File: src/rtl/cam_capture_if.sv
// Pixel-stream input and frame-buffer write port for cam_capture.
// slave = the capture block, master = camera/memory side.
interface cam_capture_if #(
    parameter int ADDR_W = 17
);
    logic [7:0]        in_value;
    logic [9:0]        in_x;
    logic [9:0]        in_y;
    logic              in_is_val;
    logic [ADDR_W-1:0] wr_addr;
    logic [7:0]        wr_data;
    logic              wr_valid;
    logic              wr_ready;

    modport slave (
        input  in_value, in_x, in_y, in_is_val, wr_ready,
        output wr_addr, wr_data, wr_valid
    );

    modport master (
        output in_value, in_x, in_y, in_is_val, wr_ready,
        input  wr_addr, wr_data, wr_valid
    );
endinterface

File: src/rtl/cam_capture.sv
// Captures one camera frame into frame-buffer memory through a small show-ahead write FIFO.
// Optional macro CAM_CAPTURE_CHECKSUM_EN adds a per-frame 16-bit pixel sum on frame_sum.
//
// state    | meaning
// IDLE     | disarmed, pixels ignored
// WAIT_SOF | armed, waiting for pixel (0,0)
// CAPTURE  | accepting in-range pixels until the last one of the frame
// DRAIN    | frame ended, emptying FIFO, then frame_done
// ABORT    | enable dropped mid-frame, emptying FIFO without frame_done
module cam_capture #(
    parameter int ROW_SZ     = 320,
    parameter int COL_SZ     = 240,
    parameter int ADDR_W     = 17,
    parameter int FIFO_DEPTH = 8
) (
    input  logic        clk,
    input  logic        reset,
    input  logic        enable,
    cam_capture_if.slave bus,
    output logic        capturing,
    output logic        frame_done,
    output logic [15:0] overflow_cnt,
    output logic [15:0] frame_sum
);
    localparam int PTR_W = (FIFO_DEPTH > 1) ? $clog2(FIFO_DEPTH) : 1;
    localparam int CNT_W = PTR_W + 1;

    typedef enum logic [2:0] {IDLE, WAIT_SOF, CAPTURE, DRAIN, ABORT} state_t;
    state_t state;

    logic [ADDR_W-1:0] mem_addr [FIFO_DEPTH];
    logic [7:0]        mem_data [FIFO_DEPTH];
    logic [PTR_W-1:0]  wptr, rptr;
    logic [CNT_W-1:0]  count;
    logic              empty, full, in_range, is_sof, is_last, accept, push, pop;
    logic [31:0]       addr_full;

    assign in_range  = (32'(bus.in_x) < 32'(ROW_SZ)) && (32'(bus.in_y) < 32'(COL_SZ));
    assign is_sof    = bus.in_is_val && (bus.in_x == '0) && (bus.in_y == '0);
    assign is_last   = bus.in_is_val && (32'(bus.in_x) == 32'(ROW_SZ - 1))
                       && (32'(bus.in_y) == 32'(COL_SZ - 1));
    assign accept    = bus.in_is_val && in_range && enable
                       && ((state == CAPTURE) || ((state == WAIT_SOF) && is_sof));
    assign empty     = (count == '0);
    assign full      = (count == CNT_W'(FIFO_DEPTH));
    // Full is judged on the registered count, so a same-cycle pop does not make room.
    assign push      = accept && !full;
    assign pop       = !empty && bus.wr_ready;
    assign addr_full = 32'(bus.in_y) * 32'(ROW_SZ) + 32'(bus.in_x);

    assign bus.wr_valid = !empty;
    assign bus.wr_addr  = empty ? '0 : mem_addr[rptr];
    assign bus.wr_data  = empty ? '0 : mem_data[rptr];

    always_ff @(posedge clk) begin
        if (push) begin
            mem_addr[wptr] <= addr_full[ADDR_W-1:0];
            mem_data[wptr] <= bus.in_value;
        end
    end

    always_ff @(posedge clk or posedge reset) begin
        if (reset) begin
            wptr         <= '0;
            rptr         <= '0;
            count        <= '0;
            overflow_cnt <= '0;
        end else begin
            if (push) wptr <= wptr + 1'b1;
            if (pop)  rptr <= rptr + 1'b1;
            count <= count + CNT_W'(push) - CNT_W'(pop);
            if (accept && full && (overflow_cnt != 16'hFFFF))
                overflow_cnt <= overflow_cnt + 16'd1;
        end
    end

    always_ff @(posedge clk or posedge reset) begin
        if (reset) begin
            state      <= IDLE;
            capturing  <= 1'b0;
            frame_done <= 1'b0;
        end else begin
            frame_done <= 1'b0;
            case (state)
                IDLE: begin
                    if (enable) begin
                        state     <= WAIT_SOF;
                        capturing <= 1'b1;
                    end
                end
                WAIT_SOF: begin
                    if (!enable) begin
                        state     <= ABORT;
                        capturing <= 1'b0;
                    end else if (is_sof) begin
                        state <= CAPTURE;
                    end
                end
                CAPTURE: begin
                    if (!enable) begin
                        state     <= ABORT;
                        capturing <= 1'b0;
                    end else if (is_last) begin
                        state <= DRAIN;
                    end
                end
                DRAIN: begin
                    if (empty) begin
                        frame_done <= 1'b1;
                        state      <= enable ? WAIT_SOF : IDLE;
                        capturing  <= enable;
                    end
                end
                ABORT: begin
                    if (empty) state <= IDLE;
                end
                default: begin
                    state     <= IDLE;
                    capturing <= 1'b0;
                end
            endcase
        end
    end

`ifdef CAM_CAPTURE_CHECKSUM_EN
    logic [15:0] sum_acc;

    always_ff @(posedge clk or posedge reset) begin
        if (reset) begin
            sum_acc   <= '0;
            frame_sum <= '0;
        end else begin
            if ((state == WAIT_SOF) && accept)
                sum_acc <= push ? {8'h00, bus.in_value} : 16'h0000;
            else if (push)
                sum_acc <= sum_acc + {8'h00, bus.in_value};
            if ((state == DRAIN) && empty)
                frame_sum <= sum_acc;
        end
    end
`else
    assign frame_sum = 16'h0000;
`endif

endmodule

File: src/flat_wrapper.sv
// flat-port wrapper written by rule: the top's interface ports become plain ports
module cam_capture_flat 
#(
    parameter int ROW_SZ     = 320,
    parameter int COL_SZ     = 240,
    parameter int ADDR_W     = 17,
    parameter int FIFO_DEPTH = 8
)
  (clk, reset, enable, capturing, frame_done, overflow_cnt, frame_sum, bus_in_value, bus_in_x, bus_in_y, bus_in_is_val, bus_wr_ready, bus_wr_addr, bus_wr_data, bus_wr_valid);
  cam_capture_if #(.ADDR_W(ADDR_W)) bus_i ();
  input  logic clk;
  input  logic reset;
  input  logic enable;
  output logic capturing;
  output logic frame_done;
  output logic [15:0] overflow_cnt;
  output logic [15:0] frame_sum;
  input wire logic [$bits(bus_i.in_value)-1:0] bus_in_value;
  input wire logic [$bits(bus_i.in_x)-1:0] bus_in_x;
  input wire logic [$bits(bus_i.in_y)-1:0] bus_in_y;
  input wire logic [$bits(bus_i.in_is_val)-1:0] bus_in_is_val;
  input wire logic [$bits(bus_i.wr_ready)-1:0] bus_wr_ready;
  output wire logic [$bits(bus_i.wr_addr)-1:0] bus_wr_addr;
  output wire logic [$bits(bus_i.wr_data)-1:0] bus_wr_data;
  output wire logic [$bits(bus_i.wr_valid)-1:0] bus_wr_valid;
  assign bus_i.in_value = bus_in_value;
  assign bus_i.in_x = bus_in_x;
  assign bus_i.in_y = bus_in_y;
  assign bus_i.in_is_val = bus_in_is_val;
  assign bus_i.wr_ready = bus_wr_ready;
  assign bus_wr_addr = bus_i.wr_addr;
  assign bus_wr_data = bus_i.wr_data;
  assign bus_wr_valid = bus_i.wr_valid;
  cam_capture #(.ROW_SZ(ROW_SZ), .COL_SZ(COL_SZ), .ADDR_W(ADDR_W), .FIFO_DEPTH(FIFO_DEPTH)) u_core (.clk(clk), .reset(reset), .enable(enable), .bus(bus_i), .capturing(capturing), .frame_done(frame_done), .overflow_cnt(overflow_cnt), .frame_sum(frame_sum));
endmodule
File: config.mk
export PLATFORM = sky130hd
export DESIGN_NAME = cam_capture_flat
export DESIGN_NICKNAME = d
export VERILOG_FILES = /design/src/rtl/cam_capture_if.sv /design/src/rtl/cam_capture.sv /design/src/flat_wrapper.sv
export SDC_FILE = /design/constraint.sdc
export NUM_CORES = 1
export LEC_CHECK = 0
export CORE_MARGIN = 8
export CORE_UTILIZATION = 45
export DETAILED_ROUTE_END_ITERATION = 7
export GPL_ROUTABILITY_DRIVEN = 1
export PLACE_DENSITY_LB_ADDON = 0.15
export RECOVER_POWER = 25
export SLEW_MARGIN = 20
export SYNTH_ARGS = -nofsm -noshare
export SYNTH_HDL_FRONTEND = slang
export SYNTH_SLANG_ARGS = --single-unit
File: constraint.sdc
create_clock -name clk -period 10.55 [get_ports clk]
set_clock_uncertainty 0.15 [all_clocks]
set_input_delay 2.6375 -clock clk [delete_from_list [all_inputs] [get_ports clk]]
set_output_delay 2.6375 -clock clk [all_outputs]
set_load 0.01 [all_outputs]
Word level (Yosys, flattened, before mapping)
Memory sizes are Yosys's and may differ from the RTL's.
Index checks and enable logic that the tools add are counted.
{ "totals": {"ff_bits": 31, "ram_bits": 200, "inputBits": 33, "output_inout_bits": 60, "memories": 2} }
{ "mem_list": {"columns": ["name", "words", "word_bits", "rd", "rd_clocked_by_memory_dff", "write_ports", "line", "text"], "rows": [
  ["u_core.mem_addr", 8, 17, 1, 0, 1, "cam_capture.sv:31", "logic [ADDR_W-1:0] mem_addr [FIFO_DEPTH];"],
  ["u_core.mem_data", 8, 8, 1, 0, 1, "cam_capture.sv:32", "logic [7:0] mem_data [FIFO_DEPTH];"]
]} }
{ "op_classes": {"addsub": 6, "mul": 1, "n_lt_le_gt_ge": 2, "n_eq_ne": 14, "n_mux": 19, "bitwise_logic": 1, "n_reduce_logical": 23} }
{ "ops": {"columns": ["operator", "n"], "rows": [
  ["3-bit 2-to-1 mux", 7],
  ["10-bit logical NOT", 2],
  ["17-bit by 10-bit adder with 17-bit output", 1],
  ["17-bit 2-to-1 mux", 1],
  ["16-bit by 1-bit adder with 16-bit output, second input constant", 1],
  ["16-bit != test, second input constant", 1],
  ["3-bit one-hot mux with 5 select lines", 1],
  ["1-bit logical AND", 13],
  ["10-bit by 3-bit multiplier with 11-bit output, second input constant", 1],
  ["10-bit by 8-bit equality test with 1-bit output, second input constant", 1],
  ["10-bit by 9-bit equality test with 1-bit output, second input constant", 1],
  ["10-bit by 8-bit < comparator with 1-bit output, second input constant", 1],
  ["10-bit by 9-bit < comparator with 1-bit output, second input constant", 1],
  ["1-bit 2-to-1 mux", 8],
  ["8-bit 2-to-1 mux", 1],
  ["3-bit by 1-bit adder with 3-bit output, second input constant", 2],
  ["3-bit by 2-bit equality test with 1-bit output, second input constant", 2],
  ["3-bit by 2-bit != test with 1-bit output, second input constant", 2],
  ["5-bit AND reduction", 1],
  ["4-bit by 1-bit adder with 4-bit output", 1],
  ["4-bit equality test, second input constant", 1],
  ["4-bit logical NOT", 1],
  ["2-bit by 1-bit != test with 1-bit output, second input constant", 2],
  ["2-bit != test, second input constant", 2],
  ["other kinds (10)", 11]
]} }

Logic depth before layout (Yosys ltp)
{ "logic_depth": {"depth_word": 9, "depth_mapped": 13, "depth_no_buf": 12} }

Least setup slack after synthesis
No wires, ideal clock.
{ "synth_timing": {"path_kind": "in2reg", "startpoint": "input bus_in_x[9]", "endpoint": "memory u_core.mem_addr[4][0] (enable)", "setup_ns": 0.444, "arrival_ns": 5.850, "slack_ns": 4.106, "path_stages": 6, "n_path_buf": 0, "cell_sequence": "or4b_4 -> nor3_4 -> a21oi_2 -> nor3_4 -> nand2b_1 -> nor3b_1"} }
{ "synth_via": {"elab_chain_len": 9} }
{ "synth_lines": {"columns": ["item", "line", "text"], "rows": [
  ["start, declared", "flat_wrapper.sv:19", "input wire logic [$bits(bus_i.in_x)-1:0] bus_in_x;"],
  ["parallel branches: the longest is 5 deep, another holds 10-bit by 9-bit < comparator with 1-bit output", null, null],
  ["1-bit logical AND (*)", "cam_capture.sv:43", "&& ((state == CAPTURE) || ((state == WAIT_SOF) && is_sof));"],
  ["1-bit logical AND (*)", "cam_capture.sv:47", "assign push = accept && !full;"],
  ["via u_core.push", "cam_capture.sv:35", "logic empty, full, in_range, is_sof, is_last, accept, push, pop;"],
  ["1-bit 2-to-1 mux (*)", "cam_capture.sv:56", "if (push) begin"],
  ["1-bit 2-to-1 mux (implied by the code) (*)", "cam_capture.sv:57", "mem_addr[wptr] <= addr_full[ADDR_W-1:0];"],
  ["end, declared", "cam_capture.sv:31", null]
]} }
Mark *: on every way through the listed nets, which the timed path passes.

Final worst setup path
{ "layout_timing": {"startpoint": "register u_core.rptr[0]", "endpoint": "output bus_wr_addr[15]"} }
{ "layout_via": {"elab_chain_len": 2} }
{ "layout_lines": {"columns": ["item", "line", "text"], "rows": [
  ["start, declared", "cam_capture.sv:33", "logic [PTR_W-1:0] wptr, rptr;"],
  ["start signal, assigned", "cam_capture.sv:70", "if (pop) rptr <= rptr + 1'b1;"],
  ["memory read 8 x 17 bit", null, null],
  ["17-bit 2-to-1 mux", "cam_capture.sv:52", "assign bus.wr_addr = empty ? '0 : mem_addr[rptr];"],
  ["end, declared", "flat_wrapper.sv:23", "output wire logic [$bits(bus_i.wr_addr)-1:0] bus_wr_addr;"]
]} }
Every way passes these cells.

==> impl_metrics.toml <==
[clocking]
ctsResizeCount = 0
cts.htree.levels = 1
clk_latency_ns = 0.51
root_buffer = "clkbuf_16"
hold_buffers = 0
cts.sinks = 231
cts_setup_buffers = 0
cts_buffer_depth = 3
clk_pin_slew_ns = 0.06
cts-buffers-inserted = 24
cts_tree = "built"

[critical_path]
crit_type = "flop to output pin"
crit_buf_inv = 2
cp_top_family = "buffers and inverters"
arrival_ns = 3.27
slowest_delay_ns = 0.75
crit_required_ns = 7.76
cp-end-kind = "output pin"
crit_fanout = 28
crit_chain = "buf_4 -> mux4_2 -> mux2i_1 -> nor2_1 -> clkdlybuf4s50_1"
cp-start-kind = "flop"
cpMaxStageDelayCell = "dfrtp_4"

[sta]
max_slew.worst_pin.slew_ns = 1.72
fin_crit_ns = 6.06
setup_viol = 0
slew_violations = 32
fin_tns_setup_ns = 0
slew_headroom_pct = -14.9
min_period_over_period_pct = 57.4
fin_hold_ws_ns = 0.354
fmax_ghz = 0.165
rsz0062_at_grt = "false"
hold_viol = 0

[placement]
placed_area_mm2 = 0.0112
dp.final_hpwl_mm = 13.0
portBuffers = 76
gp_congestion = 0.858

[power_and_ir_drop]
finalPower_mw = 2.69
p_per_area_mw_per_mm2 = 225
peakVddDrop_mv = 0.102
leakagePower_nw = 4.22

[final_layout]
n_antenna_cell = 0
layout_commonest_cell = "edfxtp_1"
fin_util_pct = 53.4
layout.nets = 750
fin_area_mm2 = 0.0120
synthToLayoutAreaGrowth_pct = 17.8
nFillCells = 1761
drive_gt1_share_pct = 16.8
most-common-layout-cells = "edfxtp_1 (200), clkdlybuf4s50_1 (62), mux4_2 (50)"

[yosys]
synthCells = 599
ys_seq_area_share_pct = 66.8
ys_types = 52
synth_seq_cells = 231
synth_edf_count = 200
ys_async_sr_fraction_pct = 13.4
yosysWarnings = 0
synth_ff_type = "edfxtp_1"
syn-cell-area_mm2 = 0.0101
avgSynthCellArea_um2 = 16.9

[global_route]
grt_max_degree = 32
grt.overflow.total = 0
grt_pass1_vias = 5810
grt_use_total_pct = 15.0
grt_pass1_wl_mm = 32.7
antenna_found_initial = 0

[floorplan]
start_util_pct = 45.4
fp.dieW_um = 166
core_area_mm2 = 0.0224
io_pins = 93
placementRows = 55
die_area_mm2 = 0.0276
die_h_um = 166

[drt]
dr_total_vias = 5294
ant_nets = 0
totalWireLength_mm = 20.6
avgRoutedWirePerCell_um = 20.9
drtIter0Drc = 288
drc_errors = 0
first_pass_iters = 4
viasPerCell = 5.37

[job]
drv_cap = 1

[run_status]
violations = "max-capacitance violations, max-slew violations"
status = "finished with violations"

[min_path]
hold_path_class = "flop to flop"
power breakdown:
part           leakage, nW  internal [mW]  switching (mW)
Sequential            2.21           1.04          0.0630
Combinational         1.65          0.431           0.376
Clock                0.357          0.454           0.324
Total                 4.22           1.93           0.763
flip-flops by register name, indices dropped and copies added, names as in the netlist:
signal / cells
u_core.capturing: 1
u_core.count: 4
u_core.frame_done: 1
u_core.mem_addr: 136
u_core.mem_data: 64
u_core.overflow_cnt: 16
u_core.rptr: 3
u_core.state: 3
u_core.wptr: 3
stage by stage:
stage               cells  setup slack (ns)
CTS                   986              4.34
detailed placement    945              4.22
global placement      945              4.37
global route          986              4.22
floorplan             614              4.11
finish                986              4.49
final timing paths:
check	to	slack, ns	from	depth (start not counted)
hold reg to reg	u_core.overflow_cnt[9]$_DFFE_PP0P_	0.35	u_core.overflow_cnt[9]$_DFFE_PP0P_	1
setup reg to reg	u_core.count[2]$_DFF_PP0_	6.92	u_core.count[1]$_DFF_PP0_	12
max in group asynchronous	u_core.rptr[0]$_DFFE_PP0P_	6.01	reset	3
hold / removal	u_core.overflow_cnt[9]$_DFFE_PP0P_	0.35	u_core.overflow_cnt[9]$_DFFE_PP0P_	1
min in group asynchronous	u_core.overflow_cnt[0]$_DFFE_PP0P_	3.02	reset	3
setup / recovery	bus_wr_addr[15]	4.49	u_core.rptr[0]$_DFFE_PP0P_	5
cells in the mapped netlist, types with 4 or more instances:
cell type | count | share of area (%)
nor3b_1 | 7 | 0.52
nand2_1 | 18 | 0.67
a21oi_1 | 8 | 0.39
xor2_1 | 8 | 0.69
a21o_1 | 5 | 0.37
inv_1 | 18 | 0.67
mux2i_1 | 25 | 2.5
xnor2_1 | 25 | 2.2
and2_1 | 7 | 0.43
mux2_2 | 4 | 0.44
mux4_2 | 50 | 11
buf_4 | 16 | 1.2
clkbuf_1 | 17 | 0.63
ha_1 | 28 | 3.5
buf_2 | 5 | 0.25
dfrtp_1 | 31 | 7.6
nor2_1 | 42 | 1.6
edfxtp_1 | 200 | 59
nor4_1 | 4 | 0.25
nand3_1 | 11 | 0.54
o21ai_0 | 8 | 0.39
nand4_1 | 11 | 0.68
nor3_1 | 6 | 0.30
and3_1 | 5 | 0.31
per-layer routing:
metal  vias up  track usage [%]  part of all wire [%]  wire length [um]
li1       2459                -                     -                 -
met1      2691             20.0                    46              9410
met2       120             24.9                    48              9900
met3        24             2.92                   5.3              1100
met4         0             3.44                   1.1               235
met5         -                0                     0                 0
layout make-up:
| type | count | area [um^2] | area share, % |
|---|---|---|---|
| Clock inverter | 12 | 86.3 | 0.722 |
| Tap cell | 285 | 357 | 2.98 |
| Multi-Input combinational cell | 324 | 3170 | 26.6 |
| Timing Repair Buffer | 87 | 840 | 7.03 |
| Clock buffer | 29 | 641 | 5.36 |
| Inverter | 18 | 67.6 | 0.565 |
| Sequential cell | 231 | 6790 | 56.8 |
cell families (layout without fill, tap and decap cells):
kind of cell | count (synthesis) | in the layout | synth area share, %
AO/OA/AOI/OAI | 33 | 33 | 2.12
XOR/XNOR | 33 | 33 | 2.85
adder cells (fa/ha/maj) | 31 | 31 | 4.04
buffers and inverters | 59 | 146 | 2.91
flip-flops | 231 | 231 | 66.8
multiplexers | 81 | 81 | 14.2
other | 1 | 16 | 0.0370
AND/OR/NAND/NOR | 130 | 130 | 6.99
Note: power is estimated with default switching activity, not from simulation.
